--- config.mk ---
export PLATFORM = sky130hd
export DESIGN_NAME = hazard_control_unit
export DESIGN_NICKNAME = d
export VERILOG_FILES = /design/src/rtl/hazard_control_unit_pkg.sv /design/src/rtl/hazard_control_unit_sat_counter.sv /design/src/rtl/hazard_control_unit.sv
export SDC_FILE = /design/constraint.sdc
export NUM_CORES = 1
export LEC_CHECK = 0
export CORE_UTILIZATION = 47
export CTS_CLUSTER_DIAMETER = 200
export DETAILED_ROUTE_END_ITERATION = 10
export GPL_ROUTABILITY_DRIVEN = 1
export GPL_TIMING_DRIVEN = 1
export PLACE_DENSITY = 0.83
export SYNTH_ARGS = -nofsm -noshare
export SYNTH_HDL_FRONTEND = slang
export SYNTH_HIERARCHICAL = 1
export SYNTH_SLANG_ARGS = --single-unit
--- constraint.sdc ---
create_clock -name clk -period 7.8 [get_ports clk]
set_input_delay 1.56 -clock clk [delete_from_list [all_inputs] [get_ports clk]]
set_output_delay 1.56 -clock clk [all_outputs]
set_load 0.01 [all_outputs]
--- src/rtl/hazard_control_unit_pkg.sv ---
// Shared definitions for the hazard control unit: FSM state encoding and
// default parameter values.
package hazard_control_unit_pkg;

  typedef enum logic {
    RUN      = 1'b0,
    MUL_WAIT = 1'b1
  } hcu_state_t;

  localparam int DEFAULT_MUL_LATENCY = 4;
  localparam int DEFAULT_CNT_W       = 16;

endpackage

--- src/rtl/hazard_control_unit_sat_counter.sv ---
// Saturating up-counter with synchronous reset. It counts one step per
// enabled edge and holds at all-ones instead of wrapping.
module sat_counter #(
  parameter int WIDTH = 16
) (
  input  logic             clk,
  input  logic             reset,
  input  logic             inc,
  output logic [WIDTH-1:0] count
);

  always_ff @(posedge clk) begin
    if (reset) begin
      count <= '0;
    end else if (inc && (count != {WIDTH{1'b1}})) begin
      count <= count + 1'b1;
    end
  end

endmodule

--- src/rtl/hazard_control_unit.sv ---
// Pipeline hazard control: load-use stall, branch/jump flush and multi-cycle
// multiply hold, plus a saturating count of stalled cycles.
module hazard_control_unit
  import hazard_control_unit_pkg::*;
#(
  parameter int MUL_LATENCY = DEFAULT_MUL_LATENCY,
  parameter int CNT_W       = DEFAULT_CNT_W
) (
  input  logic             clk,
  input  logic             reset,
  input  logic [4:0]       ID_rs_i,
  input  logic [4:0]       ID_rt_i,
  input  logic             ID_mul_i,
  input  logic             ID_branch_taken_i,
  input  logic             ID_jump_i,
  input  logic [4:0]       ID_EX_rt_i,
  input  logic             ID_EX_MemRead_i,
  output logic             PC_write_o,
  output logic             IF_ID_write_o,
  output logic             IF_ID_flush_o,
  output logic             ID_EX_write_o,
  output logic             ID_EX_bubble_o,
  output logic             EX_MEM_bubble_o,
  output logic             state_o,
  output logic [CNT_W-1:0] stall_cnt_o
);

  // The first wait cycle overlaps the reload, so the counter starts at latency-2.
  localparam logic [3:0] MUL_RELOAD = (MUL_LATENCY > 1) ? 4'(MUL_LATENCY - 2) : 4'd0;

  hcu_state_t state;
  logic [3:0] mul_cnt;
  logic       load_use;
  logic       redirect;
  logic       mul_entry;

  assign load_use  = ID_EX_MemRead_i && (ID_EX_rt_i != 5'd0) &&
                     ((ID_EX_rt_i == ID_rs_i) || (ID_EX_rt_i == ID_rt_i));
  assign redirect  = ID_branch_taken_i || ID_jump_i;
  assign mul_entry = (state == RUN) && !load_use && !redirect && ID_mul_i &&
                     (MUL_LATENCY > 1);

  always_comb begin
    PC_write_o      = 1'b1;
    IF_ID_write_o   = 1'b1;
    ID_EX_write_o   = 1'b1;
    IF_ID_flush_o   = 1'b0;
    ID_EX_bubble_o  = 1'b0;
    EX_MEM_bubble_o = 1'b0;
    if (state == MUL_WAIT) begin
      PC_write_o      = 1'b0;
      IF_ID_write_o   = 1'b0;
      ID_EX_write_o   = 1'b0;
      EX_MEM_bubble_o = 1'b1;
    end else if (load_use) begin
      PC_write_o     = 1'b0;
      IF_ID_write_o  = 1'b0;
      ID_EX_bubble_o = 1'b1;
    end else if (redirect) begin
      IF_ID_flush_o = 1'b1;
    end
  end

  always_ff @(posedge clk) begin
    if (reset) begin
      state   <= RUN;
      mul_cnt <= 4'd0;
    end else begin
      case (state)
        RUN: begin
          if (mul_entry) begin
            state   <= MUL_WAIT;
            mul_cnt <= MUL_RELOAD;
          end
        end
        MUL_WAIT: begin
          if (mul_cnt == 4'd0) begin
            state <= RUN;
          end else begin
            mul_cnt <= mul_cnt - 4'd1;
          end
        end
        default: state <= RUN;
      endcase
    end
  end

  assign state_o = state;

  sat_counter #(
    .WIDTH(CNT_W)
  ) u_stall_counter (
    .clk  (clk),
    .reset(reset),
    .inc  (!PC_write_o),
    .count(stall_cnt_o)
  );

endmodule

* Word level (Yosys, flattened, before mapping) *
Cells that the tools add are included.
Widths: inputs -> output; s select.

operators by class
  reduce and logical (&&, ||, !) cells = 14
  bitwise logic cells = 1
  mux-type cells = 15
  add/sub/neg operators = 2
  equal/unequal tests = 5

operators by type and width
  kind                   count
  $add 16x1->16 const B  1
  $ne 16x16->1 const B   1
  $mux 1                 11
  $eq 5x5->1             2
  $mux 4                 2
  $pmux 4 s2             1
  $logic_and 1x1->1      6
  $reduce_bool 5->1      1
  $logic_not 4->1        1
  $ne 2x2->1 const B     2
  $sub 4x1->4 const B    1
  $logic_not 1->1        3
  $logic_or 1x1->1       2
  $pmux 1 s2             1
  $reduce_and 2->1       1
  $not 1->1              1

storage, ports and cells
  register bits = 21
  input bits = 21
  output and inout port bits = 23
  logic and storage cells = 40

* Depth between registers and ports, before layout *
  depth after elaboration = 9
  mapped depth = 8
  gate-level depth less buffers = 8

* Modules after synthesis *
The synthesis kept the hierarchy.

by module, submodules not included
  module               area each (µm²)  seq. area each (µm²)  instances  cells an instance
  sat_counter          848.3            320.3                 1          99
  hazard_control_unit  534.3            100.1                 1          63

* Worst setup path before layout *
OpenSTA, ideal clock, no wires.

  path type = input-to-output
  start = input ID_EX_rt_i[3]
  end = output PC_write_o
  arrival time = 2.965 ns
  stages on the path = 6
  slack = 3.275 ns
  required time = 6.240 ns
  path buffers = 1
  path through = xor2_1 nor3_1 a22oi_2 o21ai_0 inv_1 buf_4

between the ends
  cells in the longest elaborated chain, start to end = 5
  elaborated cells on any way between the ends = 8
  those cells by class = 2 x eq/ne; 2 x mux; 4 x reduce/logical

RTL lines
  element                                                       line                                                  RTL
  start: declaration                                            hazard_control_unit.sv:16                             input logic [4:0] ID_EX_rt_i,
  $eq 5x5->1 / $reduce_bool 5->1 (equally long branches)        hazard_control_unit.sv:38, hazard_control_unit.sv:37
  $logic_or 1x1->1 / $logic_and 1x1->1 (equally long branches)  hazard_control_unit.sv:38, hazard_control_unit.sv:37
  $logic_and 1x1->1 (*)                                         hazard_control_unit.sv:37                             assign load_use = ID_EX_MemRead_i && (ID_EX_rt_i != 5'd0) &&
  $mux 1 (*) (2 in a row)                                       --
  end: declaration                                              hazard_control_unit.sv:18                             output logic PC_write_o,

Mark *: on every way between the ends. The rest lies on a longest branch, timed or not.

* Final worst setup path *
  start = input ID_EX_rt_i[0]
  end = output PC_write_o

between the ends
  cells in the longest elaborated chain, start to end = 5
  elaborated cells on any way between the ends = 8
  those cells by class = 2 x eq/ne; 2 x mux; 4 x reduce/logical

RTL lines
  element                                                       line                                                  RTL
  $eq 5x5->1 / $reduce_bool 5->1 (equally long branches)        hazard_control_unit.sv:38, hazard_control_unit.sv:37
  $logic_or 1x1->1 / $logic_and 1x1->1 (equally long branches)  hazard_control_unit.sv:38, hazard_control_unit.sv:37
  $logic_and 1x1->1 (*)                                         hazard_control_unit.sv:37
  $mux 1 (*)                                                    hazard_control_unit.sv:55                             end else if (load_use) begin
  $mux 1 (*)                                                    hazard_control_unit.sv:50                             if (state == MUL_WAIT) begin

Marked as above.

==> summary.md <==
| Metric | Value |
|---|---|
| 1st-iter DRT viols | 42 |
| Largest net degree at the start of global routing | 23 |
| Synth cell types | 49 |
| Layout cell share with drive strength beyond 1 | 7.92% |
| Gr ovfl total | 0 |
| Area of the multi-input gates | 886 um^2 |
| Fin area | 0.00184 mm^2 |
| Fin crit share | 71.7% |
| Power Density | 112 mW/mm^2 |
| First-pass GRT wire length | 5800 um |
| Post-DP HPWL | 2550 um |
| Hold WC Path Type | register to register |
| Post-layout nets | 226 |
| Ys flop type | dfxtp_1 |
| Io pins | 44 |
| Filler instances | 249 |
| Seq/Total Area, Yosys | 30.4% |
| Post_cts resized | 0 |
| DP Area | 0.00181 mm^2 |
| Synth top area cells | dfxtp_1, xor2_1, a21oi_1 |
| Switching part of the total | 26.6% |
| CTS Sinks | 21 |
| Crit-path max FO | 9 |
| Final core occ | 66.0% |
| Synth top area share | 30.4% |
| # DRC | 0 |
| Post-route minimum period | 5590 ps |
| Diode count | 0 |
| Starting Density | 49.7% |
| P_leak | 0.614 nW |
| Input/output buffers | 43 |
| Crit path kind | primary input to output pin |
| Clock power share | 26.2% |
| CTS max path bufs | 2 |
| CORE AREA | 0.00278 mm^2 |
| GPL Wtd Cong | 0.827 |
| Syn nets | 185 |
| Worst-Margin Slew | 882 ps |
| FF-to-FF Start | state_o |
| Overall power | 0.205 mW |
| Maxcap violations | 0 |
| Cell count of the worst reg-to-reg path | 5 |
| CP Data Arrival Time | 4030 ps |
| CP endpoint kind | output pin |
| Pins over their slew limit | 0 |
| GRT Util Overall | 22.5% |
| Slew headroom | 40.6% |
| Initial antenna violation count | 0 |
| H-Tree Depth | 1 |
| Mapped Cells | 162 |
| Commonest cells post-synth | dfxtp_1, a21oi_1, nor2_1 |
| Sum Neg Setup Slack | 0 ps |
| Count leader, synth | dfxtp_1 |
| Setup Skew | 6.84 ps |
| RSZ-0062 raised after global routing | no |
| Yosys warning count | 6 |
| Fmax | 179 MHz |
| # hold bufs at CTS | 0 |
| Internal Dissipation | 0.151 mW |
| Worst VDD drop | 0.103 mV |
| Die X | 56.2 um |
| Clock tree root buffer cell | clkbuf_4 |
| Worst Hold End | u_stall_counter/count[1] |
| Postcts setup bufs | 0 |
| Seq cells post-synth | 21 |
| Worst-Skew Late Latency | 310 ps |
| Clock transition at path regs | 110 ps |
| CTS tree | yes |
| R2R Path End | u_stall_counter/count[11] |
| Synth async-reset ratio | 0% |
| TritonRoute pass-1 iters | 4 |
| Reg area | 420 um^2 |
| # rows | 19 |
| Die Area | 0.00316 mm^2 |
| R2R Setup Slk | 5310 ps |
| CTS Buf Count | 3 |
| Mapped cell area | 0.00138 mm^2 |
| WHS | 548 ps |
| Seq pwr share | 54.3% |
| Synth area leader | dfxtp_1 |
| Post-synth EDFFs | 0 |
| Status | finished, final reports clean |
| Hold path depth | 2 |
| Drt via density | 5.83 |
| Req. time, crit path | 6240 ps |
| Vias in the first global route | 1,305 |
| Critical Path Source Type | primary input |
| Via count | 1,358 |
| Worst hold path startpoint | u_stall_counter/count[1] |
| Routed len/inst | 14.5 um |
| Mean Syn Cell Area | 8.53 um^2 |
| Setup-failing EPs final | 0 |
| Combinational power share | 19.6% |
| Chip height | 56.2 um |
| Final hold violation count | 0 |
| P&R area growth vs syn | 32.8% |
| Post-route antenna net violation count | 0 |
| Switching power | 0.0547 mW |
| Wirelength, routed | 3380 um |
-- power by group through the flow --
| stage | logic (mW) | registers, mW | clock network (mW) |
|---|---|---|---|
| 2_1_floorplan | 0.0208 | 0.113 | 0 |
| 4_1_cts | 0.0401 | 0.111 | 0.0547 |
| 5_1_grt | 0.0437 | 0.112 | 0.0579 |
| 6_report | 0.0402 | 0.111 | 0.0537 |
| 3_5_place_dp | 0.0399 | 0.114 | 0 |
| 3_3_place_gp | 0.0389 | 0.114 | 0 |
-- metrics by stage --
step	setup slack [ps]	cells
2_1_floorplan	3280	162
3_3_place_gp	2320	229
3_5_place_dp	2190	229
4_1_cts	2160	233
5_1_grt	1980	233
6_report	2210	233
-- cells by family (layout without fill, tap and decap cells) --
kind of cell	count (synthesis)	after routing	synth area share, %
compound gates	43	43	22.3
xor+xnor	12	12	7.60
fa+ha+maj	2	2	1.81
buf+inv	16	56	5.52
flops	21	21	30.4
mux	2	2	1.54
simple gates	66	66	30.9
-- metal layers --
metal	GRT usage, %	share of wire [%]	routed length, um
met3	5.58	4.5	152
met4	7.32	1.2	40
met2	37.8	49	1640
met5	0	0	0
met1	28.1	46	1540
-- worst max-delay path: stages --
cell and delay (ps):
clkdlybuf4s50_1 500, xor2_1 210, nor3_1 220, a22oi_2 150, o21ai_0 740, inv_1 130
clkdlybuf4s50_1 520
-- registers in the layout, summed over array words and instances (netlist names) --
register	count
u_stall_counter/count	16
mul_cnt	4
state_o	1
-- worst max-delay path by stage --
stage,slack (ps),depth (start not counted),endpoint,start
6_report,2210,7,PC_write_o,ID_EX_rt_i[0]
4_1_cts,2160,7,PC_write_o,ID_EX_rt_i[0]
5_1_grt,1980,7,PC_write_o,ID_EX_rt_i[0]
3_3_place_gp,2320,7,PC_write_o,ID_EX_rt_i[0]
3_5_place_dp,2190,7,PC_write_o,ID_EX_rt_i[0]
2_1_floorplan,3280,6,PC_write_o,ID_EX_rt_i[3]
-- cell type report --
type / count / share of cell area, %
inverters: 9 / 1.84
repair buffers: 43 / 23.4
well taps: 31 / 2.11
flip-flops and latches: 21 / 22.9
clock buffers: 4 / 1.43
multi-input cells: 125 / 48.3
-- cell usage in the layout, fill, tap and decap left out, types with 2 or more instances in the layout --
cell type and count:
nor2b_1 2, ha_1 2, clkbuf_4 3, or4_1 7
xnor2_1 2, inv_1 9, nand2_1 8, o21ai_0 8
nor2_1 11, o21ai_2 2, nor3_1 9, clkdlybuf4s50_1 43
o21a_1 2, a21oi_1 12, dfxtp_1 21, and4_1 3
or3_1 3, o31ai_1 6, xor2_1 10, nor4_1 3
o311ai_0 2, nand4_1 3, nand3_1 6, a22oi_2 2
Note: power is estimated with default switching activity, not from simulation.
